$ cat config.mk
export PLATFORM = sky130hd
export DESIGN_NAME = adpll_loop_ctrl
export DESIGN_NICKNAME = d
export VERILOG_FILES = /design/src/rtl/adpll_loop_ctrl.sv
export SDC_FILE = /design/constraint.sdc
export NUM_CORES = 1
export LEC_CHECK = 0
export ABC_AREA = 1
export CORE_ASPECT_RATIO = 1.2
export CORE_MARGIN = 4
export CORE_UTILIZATION = 36
export DETAILED_ROUTE_END_ITERATION = 16
export PLACE_DENSITY = 0.49
export SLEW_MARGIN = 20
export SYNTH_ARGS = -nofsm -noshare
export SYNTH_HDL_FRONTEND = slang
export SYNTH_SLANG_ARGS = --single-unit
export TNS_END_PERCENT = 5
$ cat constraint.sdc
create_clock -name clk -period 2.1 [get_ports clk]
set_clock_uncertainty 0.1 [all_clocks]
set_input_delay 0.21 -clock clk [delete_from_list [all_inputs] [get_ports clk]]
set_output_delay 0.21 -clock clk [all_outputs]
set_load 0.01 [all_outputs]
$ cat src/rtl/adpll_loop_ctrl.sv
// ADPLL loop controller: synchronises and measures the reference, then turns
// phase-detector lead/lag decisions into DCO add/sub pulse bursts and reports lock.
module adpll_loop_ctrl #(
  parameter int unsigned ACQ_STEP     = 4,
  parameter int unsigned LOCK_CNT     = 8,
  parameter int unsigned UNLOCK_CNT   = 3,
  parameter int unsigned MEAS_PERIODS = 2
) (
  input  logic       clk,
  input  logic       rst_n,
  input  logic       enable,
  input  logic       ref_in,
  input  logic       lead,
  input  logic       lag,
  output logic       ref_rise,
  output logic [9:0] ref_period,
  output logic       add_pulse,
  output logic       sub_pulse,
  output logic       locked,
  output logic [2:0] state
);

  typedef enum logic [2:0] {
    IDLE    = 3'd0,
    MEASURE = 3'd1,
    ACQUIRE = 3'd2,
    TRACK   = 3'd3,
    LOCKED  = 3'd4
  } state_t;

  typedef enum logic [1:0] {
    DIR_NONE = 2'd0,
    DIR_ADD  = 2'd1,
    DIR_SUB  = 2'd2
  } dir_t;

  localparam logic [9:0] PCNT_MAX    = 10'h3FF;
  localparam logic [3:0] ACQ_LEN     = 4'(ACQ_STEP);
  localparam logic [3:0] MEAS_TARGET = 4'(MEAS_PERIODS);
  localparam logic [7:0] LOCK_TARGET = 8'(LOCK_CNT);
  localparam logic [7:0] MISS_TARGET = 8'(UNLOCK_CNT);

  state_t     st;
  logic       s1, s2, d;
  logic       rise;
  logic [9:0] pcnt;
  logic       first_done;
  logic [3:0] meas_cnt;
  dir_t       last_dir;
  logic [7:0] quiet_cnt;
  logic [7:0] miss_cnt;
  logic [3:0] burst_rem;
  dir_t       burst_dir;

  dir_t       dec_dir;
  logic       active;
  logic       ref_lost;
  logic       dec_en;
  logic       reverse;
  logic [3:0] burst_len;

  assign rise     = s2 & ~d;
  assign state    = st;
  assign active   = (st == ACQUIRE) || (st == TRACK) || (st == LOCKED);
  assign ref_lost = active && (pcnt == PCNT_MAX);
  assign dec_en   = ref_rise && active && !ref_lost;
  assign reverse  = (st == ACQUIRE) && (dec_dir != DIR_NONE) &&
                    (last_dir != DIR_NONE) && (dec_dir != last_dir);

  // NOTE: every always_comb output gets a default first so no latch is inferred.
  always_comb begin
    dec_dir = DIR_NONE;
    if (lead && !lag)      dec_dir = DIR_ADD;
    else if (lag && !lead) dec_dir = DIR_SUB;
    burst_len = 4'd1;
    if (st == ACQUIRE && !reverse) burst_len = ACQ_LEN;
  end

  // NOTE: sequential state uses non-blocking assignments so all flops update together.
  always_ff @(posedge clk or negedge rst_n) begin
    if (!rst_n) begin
      s1       <= 1'b0;
      s2       <= 1'b0;
      d        <= 1'b0;
      ref_rise <= 1'b0;
    end else begin
      s1       <= ref_in;
      s2       <= s1;
      d        <= s2;
      ref_rise <= rise;
    end
  end

  always_ff @(posedge clk or negedge rst_n) begin
    if (!rst_n) begin
      st         <= IDLE;
      pcnt       <= '0;
      ref_period <= '0;
      first_done <= 1'b0;
      meas_cnt   <= '0;
      last_dir   <= DIR_NONE;
      quiet_cnt  <= '0;
      miss_cnt   <= '0;
      burst_rem  <= '0;
      burst_dir  <= DIR_NONE;
      add_pulse  <= 1'b0;
      sub_pulse  <= 1'b0;
      locked     <= 1'b0;
    end else begin
      // Burst progression: a pulse is always followed by one idle cycle.
      if (add_pulse || sub_pulse) begin
        add_pulse <= 1'b0;
        sub_pulse <= 1'b0;
      end else if (burst_rem != '0) begin
        add_pulse <= (burst_dir == DIR_ADD);
        sub_pulse <= (burst_dir == DIR_SUB);
        burst_rem <= burst_rem - 4'd1;
      end

      if (st == IDLE || !enable) pcnt <= '0;
      else if (rise)             pcnt <= '0;
      else if (pcnt != PCNT_MAX) pcnt <= pcnt + 10'd1;

      // The first rise after (re)starting only aligns pcnt; later rises are captures.
      if (st != IDLE && enable && rise && !ref_lost) begin
        if (first_done) begin
          ref_period <= (pcnt == PCNT_MAX) ? PCNT_MAX : pcnt + 10'd1;
          if (st == MEASURE && meas_cnt != 4'hF) meas_cnt <= meas_cnt + 4'd1;
        end
        first_done <= 1'b1;
      end

      if (!enable) begin
        st        <= IDLE;
        locked    <= 1'b0;
        add_pulse <= 1'b0;
        sub_pulse <= 1'b0;
        burst_rem <= '0;
      end else if (ref_lost) begin
        st         <= MEASURE;
        locked     <= 1'b0;
        add_pulse  <= 1'b0;
        sub_pulse  <= 1'b0;
        burst_rem  <= '0;
        ref_period <= PCNT_MAX;
        first_done <= 1'b0;
        meas_cnt   <= '0;
      end else begin
        // Any decision, even a quiet one, restarts the burst from its own N+1.
        if (dec_en) begin
          add_pulse <= (dec_dir == DIR_ADD);
          sub_pulse <= (dec_dir == DIR_SUB);
          burst_dir <= dec_dir;
          burst_rem <= (dec_dir == DIR_NONE) ? 4'd0 : burst_len - 4'd1;
        end
        case (st)
          IDLE: begin
            st         <= MEASURE;
            meas_cnt   <= '0;
            first_done <= 1'b0;
          end
          MEASURE: begin
            if (meas_cnt == MEAS_TARGET) begin
              st       <= ACQUIRE;
              last_dir <= DIR_NONE;
            end
          end
          ACQUIRE: begin
            if (dec_en) begin
              if (reverse) begin
                st        <= TRACK;
                quiet_cnt <= '0;
              end else if (dec_dir != DIR_NONE) begin
                last_dir <= dec_dir;
              end
            end
          end
          TRACK: begin
            if (dec_en) begin
              if (dec_dir == DIR_NONE) begin
                quiet_cnt <= quiet_cnt + 8'd1;
                if (quiet_cnt + 8'd1 == LOCK_TARGET) begin
                  st       <= LOCKED;
                  locked   <= 1'b1;
                  miss_cnt <= '0;
                end
              end else begin
                quiet_cnt <= '0;
              end
            end
          end
          LOCKED: begin
            if (dec_en) begin
              if (dec_dir == DIR_NONE) begin
                miss_cnt <= '0;
              end else if (miss_cnt + 8'd1 == MISS_TARGET) begin
                st        <= TRACK;
                locked    <= 1'b0;
                quiet_cnt <= '0;
                miss_cnt  <= '0;
              end else begin
                miss_cnt <= miss_cnt + 8'd1;
              end
            end
          end
          default: st <= IDLE;
        endcase
      end
    end
  end

endmodule
; ---- Word-level counts from Yosys, hierarchy flattened
; Cells that the tools add are included.
[word_totals]
reg_bits = 59
latchBits = 0
out_inout_bits = 17
elab_cells = 182
n_memories = 0
mem_bits_rw = 0
romBits = 0
input_bits = 6
[op_classes]
mux = 78
shifts = 0
addsub = 6
mul = 0
eq_ne = 39
bitwise = 3
n_div = 0
order_cmp = 0
reduce_logical = 39
[op_table]
columns = op, count
row1 = 2-to-1 mux 8 bit, 13
row2 = 2-to-1 mux 10 bit, 8
row3 = 2-to-1 mux 4 bit, 12
row4 = 2-to-1 mux 3 bit, 12
row5 = "!= test 4 bit, second input constant", 7
row6 = one-hot mux 8 bit (3 select lines), 1
row7 = 2-to-1 mux 1 bit, 22
row8 = AND reduction 7 bit, 3
row9 = AND reduction 9 bit, 2
row10 = "adder 8 x 1 -> 8 bit, second input constant", 2
row11 = "!= test 4 x 3 -> 1 bit, second input constant", 4
row12 = one-hot mux 8 bit (2 select lines), 1
row13 = one-hot mux 3 bit (5 select lines), 1
row14 = logical AND 1 bit, 13
row15 = 2-to-1 mux 2 bit, 6
row16 = "!= test 2 bit, second input constant", 6
row17 = "adder 10 x 1 -> 10 bit, second input constant", 1
row18 = "equality test 10 bit, second input constant", 1
row19 = "!= test 10 bit, second input constant", 1
row20 = "!= test 2 x 1 -> 1 bit, second input constant", 5
row21 = nonzero test 3 bit, 3
row22 = "equality test 8 x 2 -> 1 bit, second input constant", 1
row23 = "equality test 8 x 4 -> 1 bit, second input constant", 1
row24 = "!= test 4 x 1 -> 1 bit, second input constant", 2
row25 = 22 further kinds, 37

; ---- Depth between registers and ports, before layout
; Gate-level depths: netlist (run 1).
[logic_depth]
word_depth = 16
ltp_mapped = 14
mapped_depth_nobuf = 14

; ---- Worst setup path before layout (run 1)
; Ideal clock, no wire load.
[synth_timing]
path_type = flip-flop to flip-flop
startpoint = reg pcnt[0]
endpoint = reg miss_cnt[5]
setup_time_ns = 0.117
t_required_ns = 1.883
n_path_buf = 2
stages_incl_launch_ff = 14
period_less_slack_ns = 1.886
slack_ns = 0.214
arrival_time_ns = 1.669
path_cell_list = dfrtp_1 ha_1 nand2_2 nor2_2 nand3b_1 buf_4 nand2_4 nor2_1 nand3_1 nand2_2 nand2_8 buf_8 nand2_2 o21ai_2
[synth_via]
elab_chain_len = 6
elab_cells_between_ends = 8
classes_between = eq/ne (3) / bitwise (1) / reduce/logical (4)
[synth_rtl]
columns = item, line
row1 = from (decl), 46  ; logic [9:0] pcnt;
row2 = from (signal assigned), 122  ; else if (pcnt != PCNT_MAX) pcnt <= pcnt + 10'd1;
row3 = equality test 10 bit (*), 65  ; assign ref_lost = active && (pcnt == PCNT_MAX);
row4 = logical AND 1 bit (*), 65
row5 = zero test 1 bit, 66  ; assign dec_en = ref_rise && active && !ref_lost;
row6 = logical AND 1 bit, 66
row7 = != test 2 bit (no line), -
row8 = AND reduction 7 bit (no line) (*), -
row9 = to (signal assigned), 202  ; miss_cnt <= miss_cnt + 8'd1;
row10 = to (decl), 51  ; logic [7:0] miss_cnt;
; Mark *: on every way between the ends. The rest lies on a longest branch, timed or not.
; A chain may end at the register's enable or synchronous reset.

; ---- Worst setup path in the final report (run 1)
[layout_timing]
startpoint = reg pcnt[1]
endpoint = reg burst_rem[0]
[layout_via]
elab_chain_len = 7
elab_cells_between_ends = 10
classes_between = eq/ne (3) / mux (3) / reduce/logical (4)
[layout_rtl]
columns = item, line
row1 = equality test 10 bit (*), 65
row2 = logical AND 1 bit (*), 65
row3 = zero test 1 bit, 66
row4 = logical AND 1 bit, 66
row5 = 2-to-1 mux 4 bit, 150  ; if (dec_en) begin
row6 = 2-to-1 mux 4 bit, 139  ; end else if (ref_lost) begin
row7 = 2-to-1 mux 4 bit, 133  ; if (!enable) begin
row8 = to (signal assigned), 117  ; burst_rem <= burst_rem - 4'd1;
row9 = to (signal assigned), 154  ; burst_rem <= (dec_dir == DIR_NONE) ? 4'd0 : burst_len - 4'd1;
row10 = to (decl), 52  ; logic [3:0] burst_rem;
; Marked as above.

==> flow_metrics.tcl, run 1 <==
set metrics [dict create \
    syn_to_final_growth_pct 27.38 \
    core_region_area_um2 9515 \
    grt_max_degree 60 \
    track_usage_pct 14.72 \
    port_buffers 22 \
    gp_congestion 0.8082 \
    power_frac_clock_pct 36.8 \
    wire_per_inst_um 12.48 \
    slew_headroom_pct 74.21 \
    combPwrFrac_pct 28.4 \
    die_area_um2 11430 \
    ys_seq_area_share_pct 41.96 \
    die_height_um 116.3 \
    synth-main-ff-cell "dfrtp_1" \
    synthCells 463 \
    hold_viol 0 \
    synth_cell_types 36 \
    clkLatencyLatePin_ns 0.33 \
    final_cells 655 \
    cp_slowest_cell "dfrtp_1" \
    irDropWorstVdd_mv 0.4370 \
    p_sw_share_pct 31.43 \
    die_w_um 98.25 \
    dr.first_iter.drc_count 124 \
    tightest_slew_ns 0.3848 \
    syn_nets 481 \
    ys_warn_count 0 \
    cp-end-kind "flip-flop" \
    drt-pass1-iter-count 4 \
    cp_slowest_stage_delay_ns 0.37 \
    fill_cells 944 \
    cp_data_arrival_time_ns 2.11 \
    grt_pass1_wl_um 13540 \
    power.switching_mw 1.231 \
    drive_above_1_share_pct 16.73 \
    yosys.area.top_type_share_pct 41.96 \
    synth.ff_latch_count 59 \
    critPathKind "reg2reg" \
    vias 3107 \
    p_seq_share_pct 34.9 \
    critPathLaunchType "flip-flop" \
    cts_root_buf "clkbuf_16" \
    status "finished clean" \
    io_pins 23 \
    powerDensity_nw_per_um2 874.1 \
    rr_worst_depth 11 \
    yosysTopAreaCell "dfrtp_1" \
    antenna_found_initial 0 \
    numCtsBuffers 9 \
    rows 39 \
    whs_ns 0.2281 \
    antennaDiodeCount 0 \
    place_hpwl_um 5687 \
    critPathRequiredTime_ns 2.24 \
    min_path_cells 1 \
    clkTransAtPathRegs_ns 0.05 \
    final_util_pct 47.10 \
    fin_nets 545 \
    async_flop_share_pct 100.0 \
    finalPower_mw 3.918 \
    power_leakage_nw 2.189 \
    drc 0 \
    ctsHtreeMaxLevel 3 \
    timing.fmax_ghz 0.5069 \
    grt_pass1_vias 2875 \
    worstPathCellList "ha_2 > nand2_4 > nor2_4 > nand3b_1 > buf_4 > nand2_4 > inv_2 > buf_4 > o21ai_1 > nand3_1 > o22ai_1" \
    cap_violations 0 \
    avgSynthCellArea_um2 7.599 \
    ant_nets 0 \
    vias_per_cell 4.744 \
    internal-power_mw 2.686 \
    rsz0062_at_grt "yes" \
    finalMaxSlewViolations 0 \
    final_area_um2 4482 \
    setup-violations-final 0 \
    synth-edff-count 0 \
    clockBufferDepth 2 \
    period_needed_ns 1.973 \
    dp.cells 626 \
    syn_area_um2 3518 \
    hp-class "in2reg" \
    cts_sinks 59 \
    grt-ovfl-total 0 \
    cts_tree "done" \
    synthTopCellsByArea "dfrtp_1 (42%), nand2_1 (14%), inv_1 (6.2%)" \
    cp_max_fo 6 \
    fin_crit_sh_pct 93.94 \
    routed_wl_um 8172 \
    post_dp_cell_area_um2 4035 \
    initial_utilization_pct 36.98 \
]
## sequential cells by signal, indices dropped and copies added (netlist names)
signal / count
last_dir: 2
first_done: 1
ref_rise: 1
sub_pulse: 1
add_pulse: 1
locked: 1
quiet_cnt: 8
meas_cnt: 4
ref_period: 10
burst_rem: 4
d: 1
state: 3
burst_dir: 2
miss_cnt: 8
s2: 1
pcnt: 10
s1: 1
## synthesized netlist by cell type, types with 6 or more instances
cell / count
nand3_1: 39
o21ai_0: 17
ha_1: 12
a21oi_1: 12
o211ai_1: 7
dfrtp_1: 59
nor2_1: 49
nand2_1: 129
inv_1: 58
nand2_2: 7
nand4_1: 14
o21ai_1: 6
## routing by layer
layer / up-vias / GRT usage, % / wire length [um]
met1: 1435 / 19.04 / 3857
met3: 7 / 3.405 / 201
met4: 0 / 5.282 / 109
li1: 1635 / - / -
met2: 30 / 24.34 / 4004
met5: - / 0 / 0
## repair_timing
action	CTS	global route
endpoints found under the hold margin	59	0
buffers inserted	0	11
endpoints found under the setup margin	0	37
gates resized for setup	0	16
hold buffers	1	0
## worst max-delay path, delay by kind of cell, from the launching register on
family | cells | cell delay, ns
flops | 1 | 0.37
buf+inv | 3 | 0.39
fa+ha+maj | 1 | 0.22
simple gates | 5 | 0.57
compound gates | 2 | 0.25
## worst paths after layout
check	from	to	slack, ns
min in group asynchronous	rst_n	burst_rem[3]	0.32
max reg2reg	pcnt[1]	burst_rem[0]	0.13
max	pcnt[1]	burst_rem[0]	0.13
min reg2reg	s1	s2	0.25
max in group asynchronous	rst_n	state[0]	1.29
min	ref_in	s1	0.23
## placed cells by master (no fill, tap or decap), types with 4 or more instances in the layout
master,n
nand2_1,127
dfrtp_1,59
inv_1,57
nor2_1,48
nand3_1,39
buf_4,31
clkdlybuf4s50_1,21
nand4_1,14
o21ai_0,14
a21oi_1,12
o21ai_1,9
ha_1,9
clkbuf_16,9
nand2_4,7
nand2_2,7
o211ai_1,7
nand3b_1,5
inv_2,4
nor2_4,4
xor2_1,4
a31oi_1,4
xnor2_1,4
clkbuf_1,4
## stage by stage
step / setup TNS, ns / setup WS [ns]
finish: 0 / 0.1272
global route: -0.1301 / -0.02701
CTS: 0 / 0.009708
detailed placement: -4.571 / -0.2583
global placement: -3.666 / -0.2198
floorplan: 0 / 0.2139
## cell families (layout without fill, tap and decap cells)
family          Yosys count  in the layout  synth area share (%)
simple gates            260            261                 34.00
compound gates           56             56                 9.708
xor+xnor                  8              8                 1.991
mux                       1              1                0.3200
buf+inv                  67            135                 7.752
flops                    59             59                 41.96
fa+ha+maj                12             12                 4.267
## power by group through the flow
stage | Combinational, mW | Sequential, mW | Clock (mW)
3_5_place_dp | 1.04 | 1.38 | 0
2_1_floorplan | 0.674 | 1.39 | 0
4_1_cts | 1.04 | 1.37 | 1.49
5_1_grt | 1.25 | 1.38 | 1.54
6_report | 1.11 | 1.37 | 1.44
3_3_place_gp | 1.03 | 1.38 | 0
## area by class of cell
class	count	area, um^2	share of cell area, %
flip-flops and latches	59	1476	32.94
well taps	123	153.9	3.434
clock buffers	14	254.0	5.667
multi-input cells	338	1827	40.76
repair buffers	57	500.5	11.17
inverters	62	235.2	5.248
clock inverters	2	35.03	0.7817
Power figures use the tool's default switching activity.
==> run 2, diff against run 1 <==
--- a/config.mk
+++ b/config.mk
@@ -7,7 +7,6 @@
 export LEC_CHECK = 0
 export ABC_AREA = 1
 export CORE_ASPECT_RATIO = 1.2
-export CORE_MARGIN = 4
 export CORE_UTILIZATION = 36
 export DETAILED_ROUTE_END_ITERATION = 16
 export PLACE_DENSITY = 0.49
==> flow_metrics.tcl, run 2 (same netlist as run 1, synthesis figures left out) <==
set metrics [dict create \
    p_seq_share_pct 35.8 \
    fin_crit_sh_pct 95.38 \
    routed_wl_um 7952 \
    drc 0 \
    setup-violations-final 0 \
    cts_tree "done" \
    rows 39 \
    p_sw_share_pct 32.00 \
    critPathLaunchType "flip-flop" \
    grt_max_degree 60 \
    die_area_um2 10170 \
    power_leakage_nw 2.181 \
    fin_nets 543 \
    cp_max_fo 8 \
    cts_root_buf "clkbuf_16" \
    crit_family "simple AND/OR/NAND/NOR gates" \
    vias_per_cell 4.790 \
    critPathKind "reg2reg" \
    status "finished clean" \
    antenna_found_initial 0 \
    rr_worst_depth 12 \
    timing.fmax_ghz 0.4993 \
    grt-ovfl-total 0 \
    die_height_um 110.3 \
    final_area_um2 4452 \
    slew_headroom_pct 76.03 \
    powerDensity_nw_per_um2 853.5 \
    rsz0062_at_grt "yes" \
    port_buffers 22 \
    power.switching_mw 1.216 \
    dr.first_iter.drc_count 91 \
    grt_pass1_vias 2908 \
    die_w_um 92.25 \
    post_dp_cell_area_um2 4035 \
    vias 3128 \
    initial_utilization_pct 36.98 \
    tightest_slew_ns 0.3578 \
    drive_above_1_share_pct 17.17 \
    dp.cells 626 \
    antennaDiodeCount 0 \
    power_frac_clock_pct 35.5 \
    combPwrFrac_pct 28.7 \
    final_common_cell "nand2_1" \
    cp-end-kind "flip-flop" \
    cp_slowest_stage_delay_ns 0.38 \
    io_pins 23 \
    cts_sinks 59 \
    track_usage_pct 16.79 \
    cp_slowest_cell "dfrtp_1" \
    ctsHtreeMaxLevel 3 \
    reg_top3 "pcnt: 10 flops, ref_period: 10 flops" \
    min_path_cells 1 \
    clkLatencyLatePin_ns 0.33 \
    gp_congestion 0.7877 \
    critPathRequiredTime_ns 2.22 \
    irDropWorstVdd_mv 0.5029 \
    cp_data_arrival_time_ns 2.12 \
    clkTransAtPathRegs_ns 0.05 \
    numCtsBuffers 9 \
    hold_viol 0 \
    worst-path-buf-inv 3 \
    core_region_area_um2 9515 \
    final_cell_mix "nand2_1 (124), dfrtp_1 (59), inv_1 (57)" \
    grt_pass1_wl_um 13300 \
    crit_cells 12 \
    period_needed_ns 2.003 \
    final_cells 653 \
    syn_to_final_growth_pct 26.53 \
    wire_per_inst_um 12.18 \
    finalMaxSlewViolations 0 \
    worstPathCellList "ha_2 > nand2_4 > nor2_4 > nand3b_1 > buf_4 > nand2_4 > inv_2 > o21ai_2 > nor2_4 > buf_4 > nand3_1 > nand2_1" \
    internal-power_mw 2.584 \
    hp-class "in2reg" \
    place_hpwl_um 5617 \
    clockBufferDepth 2 \
    drt-pass1-iter-count 4 \
    ant_nets 0 \
    cap_violations 0 \
]
==> run 2: cell count changes in the layout (fill, tap and decap cells not counted), moves of 2 or more <==
cell             before  now
buf_6                 2    0
nand2_2               7   11
dlymetal6s2s_1        0    2
nand2_1             127  124
clkdlybuf4s50_1      21   19
nand2_4               7    5
==> run 2: metal layers <==
layer / vias up / track usage [%] / wire, um
li1: 1624 / - / -
met3: 11 / 2.881 / 227
met1: 1451 / 20.56 / 3628
met4: 0 / 8.371 / 144
met2: 42 / 28.68 / 3951
met5: - / 0 / 0
==> run 2: per-stage QoR <==
| stage | util, % | power [mW] | setup WS (ns) | setup TNS, ns | hold slack, ns |
|---|---|---|---|---|---|
| after floorplan | - | 2.064 | 0.2139 | 0 | -0.1856 |
| after global placement | 42.41 | 2.410 | -0.2198 | -3.657 | 0.1501 |
| after detailed placement | 42.41 | 2.421 | -0.2846 | -4.976 | 0.1538 |
| after CTS | 45.39 | 3.802 | 0.01593 | 0 | 0.2135 |
| after global routing | 46.79 | 4.048 | -0.05186 | -0.3361 | 0.2198 |
| final | 46.79 | 3.799 | 0.09699 | 0 | 0.2222 |
==> run 2: repair_timing <==
item / CTS / global route
hold buffers: 1 / 0
hold endpoints to repair: 59 / 0
buffers inserted: 0 / 9
endpoints found under the setup margin: 0 / 40
gates resized for setup: 0 / 17
==> run 2: final cells by class <==
class | instances | area [um^2]
repair buffers | 55 | 483.0
clock inverters | 2 | 10.01
flip-flops and latches | 59 | 1476
inverters | 62 | 235.2
well taps | 123 | 153.9
clock buffers | 14 | 264.0
fillers | 971 | 5064
multi-input cells | 338 | 1829
==> run 2: final timing paths <==
check	from	to	slack, ns
max	pcnt[1]	quiet_cnt[5]	0.1
min	ref_in	s1	0.22
max reg2reg	pcnt[1]	quiet_cnt[5]	0.1
min reg2reg	s1	s2	0.26
max in group asynchronous	rst_n	last_dir[1]	1.29
min in group asynchronous	rst_n	burst_rem[3]	0.30
==> run 2: power by group through the flow <==
stage               registers (mW)  logic (mW)  clock network (mW)
finish                        1.36        1.09                1.35
floorplan                     1.39       0.674                   0
CTS                           1.36        1.05                1.39
global route                  1.38        1.24                1.43
global placement              1.38        1.03                   0
detailed placement            1.38        1.04                   0
==> run 3, diff against run 2 <==
--- a/config.mk
+++ b/config.mk
@@ -9,7 +9,7 @@
 export CORE_ASPECT_RATIO = 1.2
 export CORE_UTILIZATION = 36
 export DETAILED_ROUTE_END_ITERATION = 16
-export PLACE_DENSITY = 0.49
+export PLACE_DENSITY = 0.62
 export SLEW_MARGIN = 20
 export SYNTH_ARGS = -nofsm -noshare
 export SYNTH_HDL_FRONTEND = slang
==> flow_metrics.tcl, run 3 (same netlist as run 1, synthesis figures left out) <==
set metrics [dict create \
    critPathLaunchType "flip-flop" \
    initial_utilization_pct 36.98 \
    reg_top3 "pcnt: 10 flops, ref_period: 10 flops" \
    r2r_slack_ns 0.07 \
    worstPathCellList "ha_2 > nand2_2 > nor2_4 > nand3b_1 > nand2_2 > nand2_2 > nand4_1 > nor2_4 > nand2_4 > nand2_1 > nand2_1" \
    p_seq_share_pct 33.9 \
    cp-end-kind "flip-flop" \
    wire_per_inst_um 11.75 \
    rows 39 \
    timing.fmax_ghz 0.4924 \
    core_region_area_um2 9515 \
    antenna_found_initial 0 \
    track_usage_pct 16.71 \
    ant_nets 0 \
    vias_per_cell 4.794 \
    powerDensity_nw_per_um2 900.6 \
    power_leakage_nw 2.175 \
    syn_to_final_growth_pct 26.85 \
    finalMaxSlewViolations 0 \
    critPathRequiredTime_ns 2.22 \
    io_pins 23 \
    post_dp_cell_area_um2 4015 \
    antennaDiodeCount 0 \
    place_hpwl_um 5519 \
    cap_violations 0 \
    status "finished clean" \
    grt_pass1_vias 3002 \
    cp_data_arrival_time_ns 2.15 \
    highest_layer "met4" \
    multiInputGateArea_um2 1802 \
    cp_max_fo 8 \
    final_area_um2 4463 \
    p_sw_share_pct 30.46 \
    cts_tree "done" \
    routed_wl_um 7659 \
    combPwrFrac_pct 27.0 \
    drt-pass1-iter-count 5 \
    tightest_slew_ns 0.5477 \
    ctsHtreeMaxLevel 3 \
    setup-violations-final 0 \
    m1WireLength_um 3435 \
    fin_crit_sh_pct 96.71 \
    fin_nets 542 \
    drc 0 \
    min_path_cells 1 \
    fill_cells 919 \
    numCtsBuffers 9 \
    cp_slowest_stage_delay_ns 0.41 \
    power.switching_mw 1.224 \
    clkLatencyLatePin_ns 0.33 \
    cp_slowest_cell "dfrtp_1" \
    cp_common_cell "nand2_2" \
    cts_root_buf "clkbuf_16" \
    cts_sinks 59 \
    irDropWorstVdd_mv 0.5692 \
    crit_cells 11 \
    dr.first_iter.drc_count 131 \
    wl_met2_um 3857 \
    grt_pass1_wl_um 13430 \
    worst-path-buf-inv 0 \
    port_buffers 22 \
    critPathKind "reg2reg" \
    die_height_um 110.3 \
    crit_family "simple AND/OR/NAND/NOR gates" \
    clockBufferDepth 2 \
    met3_length_um 245 \
    internal-power_mw 2.795 \
    dp.cells 625 \
    grt_max_degree 25 \
    die_area_um2 10170 \
    rr_worst_depth 11 \
    grt-ovfl-total 0 \
    hp-class "in2reg" \
    power_frac_clock_pct 39.1 \
    final_cell_mix "nand2_1 (121), dfrtp_1 (59), inv_1 (58)" \
    seq_area_um2 1476 \
    hold_viol 0 \
    vias 3126 \
    drive_above_1_share_pct 17.20 \
    slew_headroom_pct 63.48 \
    period_needed_ns 2.031 \
    gp_congestion 0.8204 \
    final_cells 652 \
    rsz0062_at_grt "yes" \
    die_w_um 92.25 \
    final_common_cell "nand2_1" \
    clkTransAtPathRegs_ns 0.05 \
]
-- run 3: cell count changes in the layout (fill, tap and decap cells not counted), moves of 2 or more --
cell	before	now
ha_1	8	10
bufinv_16	0	2
buf_6	0	2
nand2_2	11	15
nand2_1	124	121
-- run 3: layout make-up --
| class | instances | area share [%] |
|---|---|---|
| repair buffers | 55 | 10.65 |
| clock buffers | 12 | 5.523 |
| multi-input cells | 337 | 40.37 |
| inverters | 62 | 5.271 |
| flip-flops and latches | 59 | 33.08 |
| well taps | 123 | 3.448 |
| clock inverters | 4 | 1.654 |
-- run 3: path summary, 6_finish.rpt --
kind,from,to
setup / recovery,pcnt[1],quiet_cnt[5]
hold reg to reg,s1,s2
setup reg to reg,pcnt[1],quiet_cnt[5]
hold / removal,ref_in,s1
min in group asynchronous,rst_n,quiet_cnt[6]
max in group asynchronous,rst_n,meas_cnt[2]
-- run 3: metrics by stage --
stage                     power, mW  setup TNS [ns]  utilization (%)  hold slack, ns  setup WS [ns]
after floorplan               2.064               0                -         -0.1856         0.2139
after global placement        2.395          -3.130            42.20          0.1221        -0.1929
after detailed placement      2.407          -3.900            42.20          0.1332        -0.2436
after CTS                     4.014               0            45.85          0.2201       0.002652
after global routing          4.269         -0.3615            46.90          0.2302       -0.04299
final                         4.019               0            46.90          0.2273        0.06907
-- run 3: what timing repair did --
action | CTS | global route
resized for setup | 1 | 17
hold buffers | 1 | 0
setup endpoints to repair | 4 | 35
pin swaps | 1 | 9
hold endpoints to repair | 22 | 0
setup buffers | 2 | 8
-- run 3: worst register-to-register path, cell delays in order (launching register included) --
cell and delay [ns]:
dfrtp_1 0.41, ha_2 0.20, nand2_2 0.09, nor2_4 0.06, nand3b_1 0.20, nand2_2 0.13, nand2_2 0.09, nand4_1 0.13
nor2_4 0.26, nand2_4 0.12, nand2_1 0.08, nand2_1 0.05
-- run 3: power by group through the flow --
stage	Sequential (mW)	Clock (mW)	Combinational [mW]
detailed placement	1.38	0	1.03
finish	1.36	1.57	1.08
global route	1.38	1.65	1.24
CTS	1.36	1.61	1.04
floorplan	1.39	0	0.674
global placement	1.38	0	1.02
-- run 3: layer usage --
| metal | vias to the layer above | global-route usage (%) |
|---|---|---|
| met2 | 37 | 29.48 |
| met5 | - | 0 |
| met3 | 10 | 3.978 |
| met1 | 1456 | 20.04 |
| met4 | 0 | 5.692 |
| li1 | 1623 | - |
==> patch: new RTL, config.mk and constraints of run 3 <==
Reset style: synchronous (`rst_n`), changed in 2 clocked blocks.
--- a/src/rtl/adpll_loop_ctrl.sv
+++ b/src/rtl/adpll_loop_ctrl.sv
@@ -78,5 +78,5 @@
 
   // NOTE: sequential state uses non-blocking assignments so all flops update together.
-  always_ff @(posedge clk or negedge rst_n) begin
+  always_ff @(posedge clk) begin
     if (!rst_n) begin
       s1       <= 1'b0;
@@ -92,5 +92,5 @@
   end
 
-  always_ff @(posedge clk or negedge rst_n) begin
+  always_ff @(posedge clk) begin
     if (!rst_n) begin
       st         <= IDLE;
Behaviour: differs if rst_n is asserted again (counterexample within 4 cycles, from zero or initial values and one cycle with rst_n low); with rst_n held inactive, the same outputs for 10 cycles.
==> patch against run 3 <==
  * First-iteration DRC count grew 6.9%
  * Largest cell class unchanged
  * Sequential cell count unchanged
  * Power shrank 15%
  * Routed wire length shrank 4.1%
  * Worst hold slack improved by 73 ps
  * Setup slack improved by 93 ps
  * Via count rose by 0.22%
  * Synthesized area fell by 6.6%
  * Cell area shrank 9.0%
==> patch: results (changes against run 3) <==
{
  "synthesis.yosys.warnings": {"value": 0, "change": "unchanged"},
  "routed_via_density": {"value": 4.66, "change": "-2.8%"},
  "hold_path_class": {"value": "in -> reg"},
  "post_synth.cell_area_avg": {"value": 6.62, "unit": "sq um", "change": "-13%"},
  "drt-initial-drc-count": {"value": 140, "change": "+6.9%"},
  "ctsRootBufferMaster": {"value": "sky130_fd_sc_hd__clkbuf_8"},
  "grt_first_pass_wirelength": {"value": 12.5, "unit": "mm", "change": "-7.0%"},
  "antenna_cells": {"value": 0, "change": "unchanged"},
  "clkTransAtPathRegs": {"value": 70, "unit": "ps", "change": "+20 ps"},
  "ys_dominant_reg_cell": {"value": "sky130_fd_sc_hd__dfxtp_1"},
  "synthesized_nets": {"value": 512, "change": "+6.4%"},
  "num-nets-final": {"value": 566, "change": "+4.4%"},
  "place.detailed.instances": {"value": 650, "change": "+4.0%"},
  "htree_levels": {"value": 3, "change": "unchanged"},
  "cts-root-to-sink-buffers": {"value": 2, "change": "unchanged"},
  "timing.slew.headroom": {"value": 63.5, "unit": "%", "change": "about the same"},
  "grt_ovf": {"value": 0, "change": "unchanged"},
  "synth_cell_type_count": {"value": 38, "change": "+5.6%"},
  "gp_congestion": {"value": 0.817, "change": "-0.37%"},
  "status": {"value": "finished, final reports clean"},
  "synth.area.top_cells": {"value": "sky130_fd_sc_hd__dfxtp_1 (36%), sky130_fd_sc_hd__nand2_1 (14%), sky130_fd_sc_hd__inv_1 (8.5%)"},
  "ir_worst_vdd": {"value": 0.000421, "unit": "V", "change": "-26%"},
  "synth-seq-area-share": {"value": 35.9, "unit": "%", "change": "-6.0 points"},
  "drive_gt1_share": {"value": 14.1, "unit": "%", "change": "-3.1 points"},
  "place.detailed.hpwl": {"value": 5.49, "unit": "mm", "change": "-0.58%"},
  "routed_vias": {"value": 3133, "change": "+0.22%"},
  "grt_max_degree": {"value": 21, "change": "-16%"},
  "netlist_top_cells_count": {"value": "sky130_fd_sc_hd__nand2_1 (126), sky130_fd_sc_hd__inv_1 (74), sky130_fd_sc_hd__nor2_1 (72), sky130_fd_sc_hd__dfxtp_1 (59), sky130_fd_sc_hd__a21oi_1 (31)"},
  "clock_latency": {"value": 350, "unit": "ps", "change": "+20 ps"},
  "worst_ep_arrival_time": {"value": 2120, "unit": "ps", "change": "-30 ps"},
  "antenna_found_initial": {"value": 0, "change": "unchanged"},
  "placement.io_buffers": {"value": 22, "change": "unchanged"},
  "route.final.wire_length": {"value": 7.34, "unit": "mm", "change": "-4.1%"},
  "async_reset_ff_share": {"value": 0, "unit": "%", "change": "-100 points"},
  "detailedPlace.worstSlack": {"value": -151, "unit": "ps", "change": "+92.4 ps"},
  "drt_pre_antenna_iters": {"value": 5, "change": "unchanged"},
  "first_global_vias": {"value": 2938, "change": "-2.1%"},
  "cts-buffers-inserted": {"value": 9, "change": "unchanged"},
  "reg.largest.list": {"value": "pcnt (10), ref_period (10)"},
  "grt_usage": {"value": 16.8, "unit": "%", "change": "+0.059 points"},
  "power.static_leakage": {"value": 1.84, "unit": "nW", "change": "-15%"},
  "cp_max_fo": {"value": 6, "change": "-2"}
}
patch: repair_timing:
item / CTS / global route
buffers inserted: 0 / 5
resized for setup: 0 / 18
endpoints found under the setup margin: 0 / 34
patch: worst paths after layout:
check	startpoint	end	slack, ps	cells after the start
worst max-delay path	miss_cnt[0]	state[2]	160	13
worst min register to register	d	ref_rise	310	1
worst min-delay path	ref_in	s1	300	3
worst max register to register	miss_cnt[0]	state[2]	160	13
patch: area by class of cell:
class,instances,area (sq um)
Fill cell,897,4640
Multi-Input combinational cell,354,1820
Sequential cell,59,1180
Timing Repair Buffer,48,415
Inverter,78,298
Tap cell,117,146
Clock buffer,11,141
Clock inverter,5,52.6
patch: kinds of logic (layout without fill, tap and decap cells):
family | Yosys count | count (layout) | share of synthesized area [%]
xor gates and xnor gates | 8 | 8 | 2.13
and+or+nand+nor | 257 | 258 | 35.3
adders and majority gates | 10 | 10 | 3.81
DFF | 59 | 59 | 35.9
AOI/OAI and AO/OA | 78 | 78 | 12.4
buffers and inverters | 84 | 142 | 10.4
patch: metrics by stage:
step                      area, sq um  utilization, %  setup TNS, ps
after floorplan                  3290               -              0
after global placement           3770            43.3           -307
after detailed placement         3770            43.3          -1200
after CTS                        3960            45.5              0
after global routing             4060            46.7          -21.2
final                            4060            46.7              0
patch: metal layers:
layer	vias up	track usage [%]	routed length [um]
met2	40	29.9	3700
met1	1401	18.6	3230
met4	0	7.03	149
li1	1676	-	-
met3	16	4.00	257
met5	-	0	0
patch: where the power goes:
| group | total, mW | internal, mW | switching, mW |
|---|---|---|---|
| clock | 1.03 | 0.574 | 0.459 |
| sequential | 1.27 | 1.20 | 0.0727 |
| combinational | 1.09 | 0.424 | 0.671 |
patch: worst max-delay path, stage by stage (launching register included):
cell and delay (ps):
sky130_fd_sc_hd__dfxtp_2 360, sky130_fd_sc_hd__ha_2 220, sky130_fd_sc_hd__nand3_2 110, sky130_fd_sc_hd__nand2_1 120, sky130_fd_sc_hd__nand3_1 90, sky130_fd_sc_hd__nor2_1 140, sky130_fd_sc_hd__nand3_2 120, sky130_fd_sc_hd__nand2_2 160
sky130_fd_sc_hd__nand2_1 100, sky130_fd_sc_hd__inv_1 80, sky130_fd_sc_hd__nand2_1 80, sky130_fd_sc_hd__nand2_1 70, sky130_fd_sc_hd__nand2_1 50, sky130_fd_sc_hd__nor2_1 80
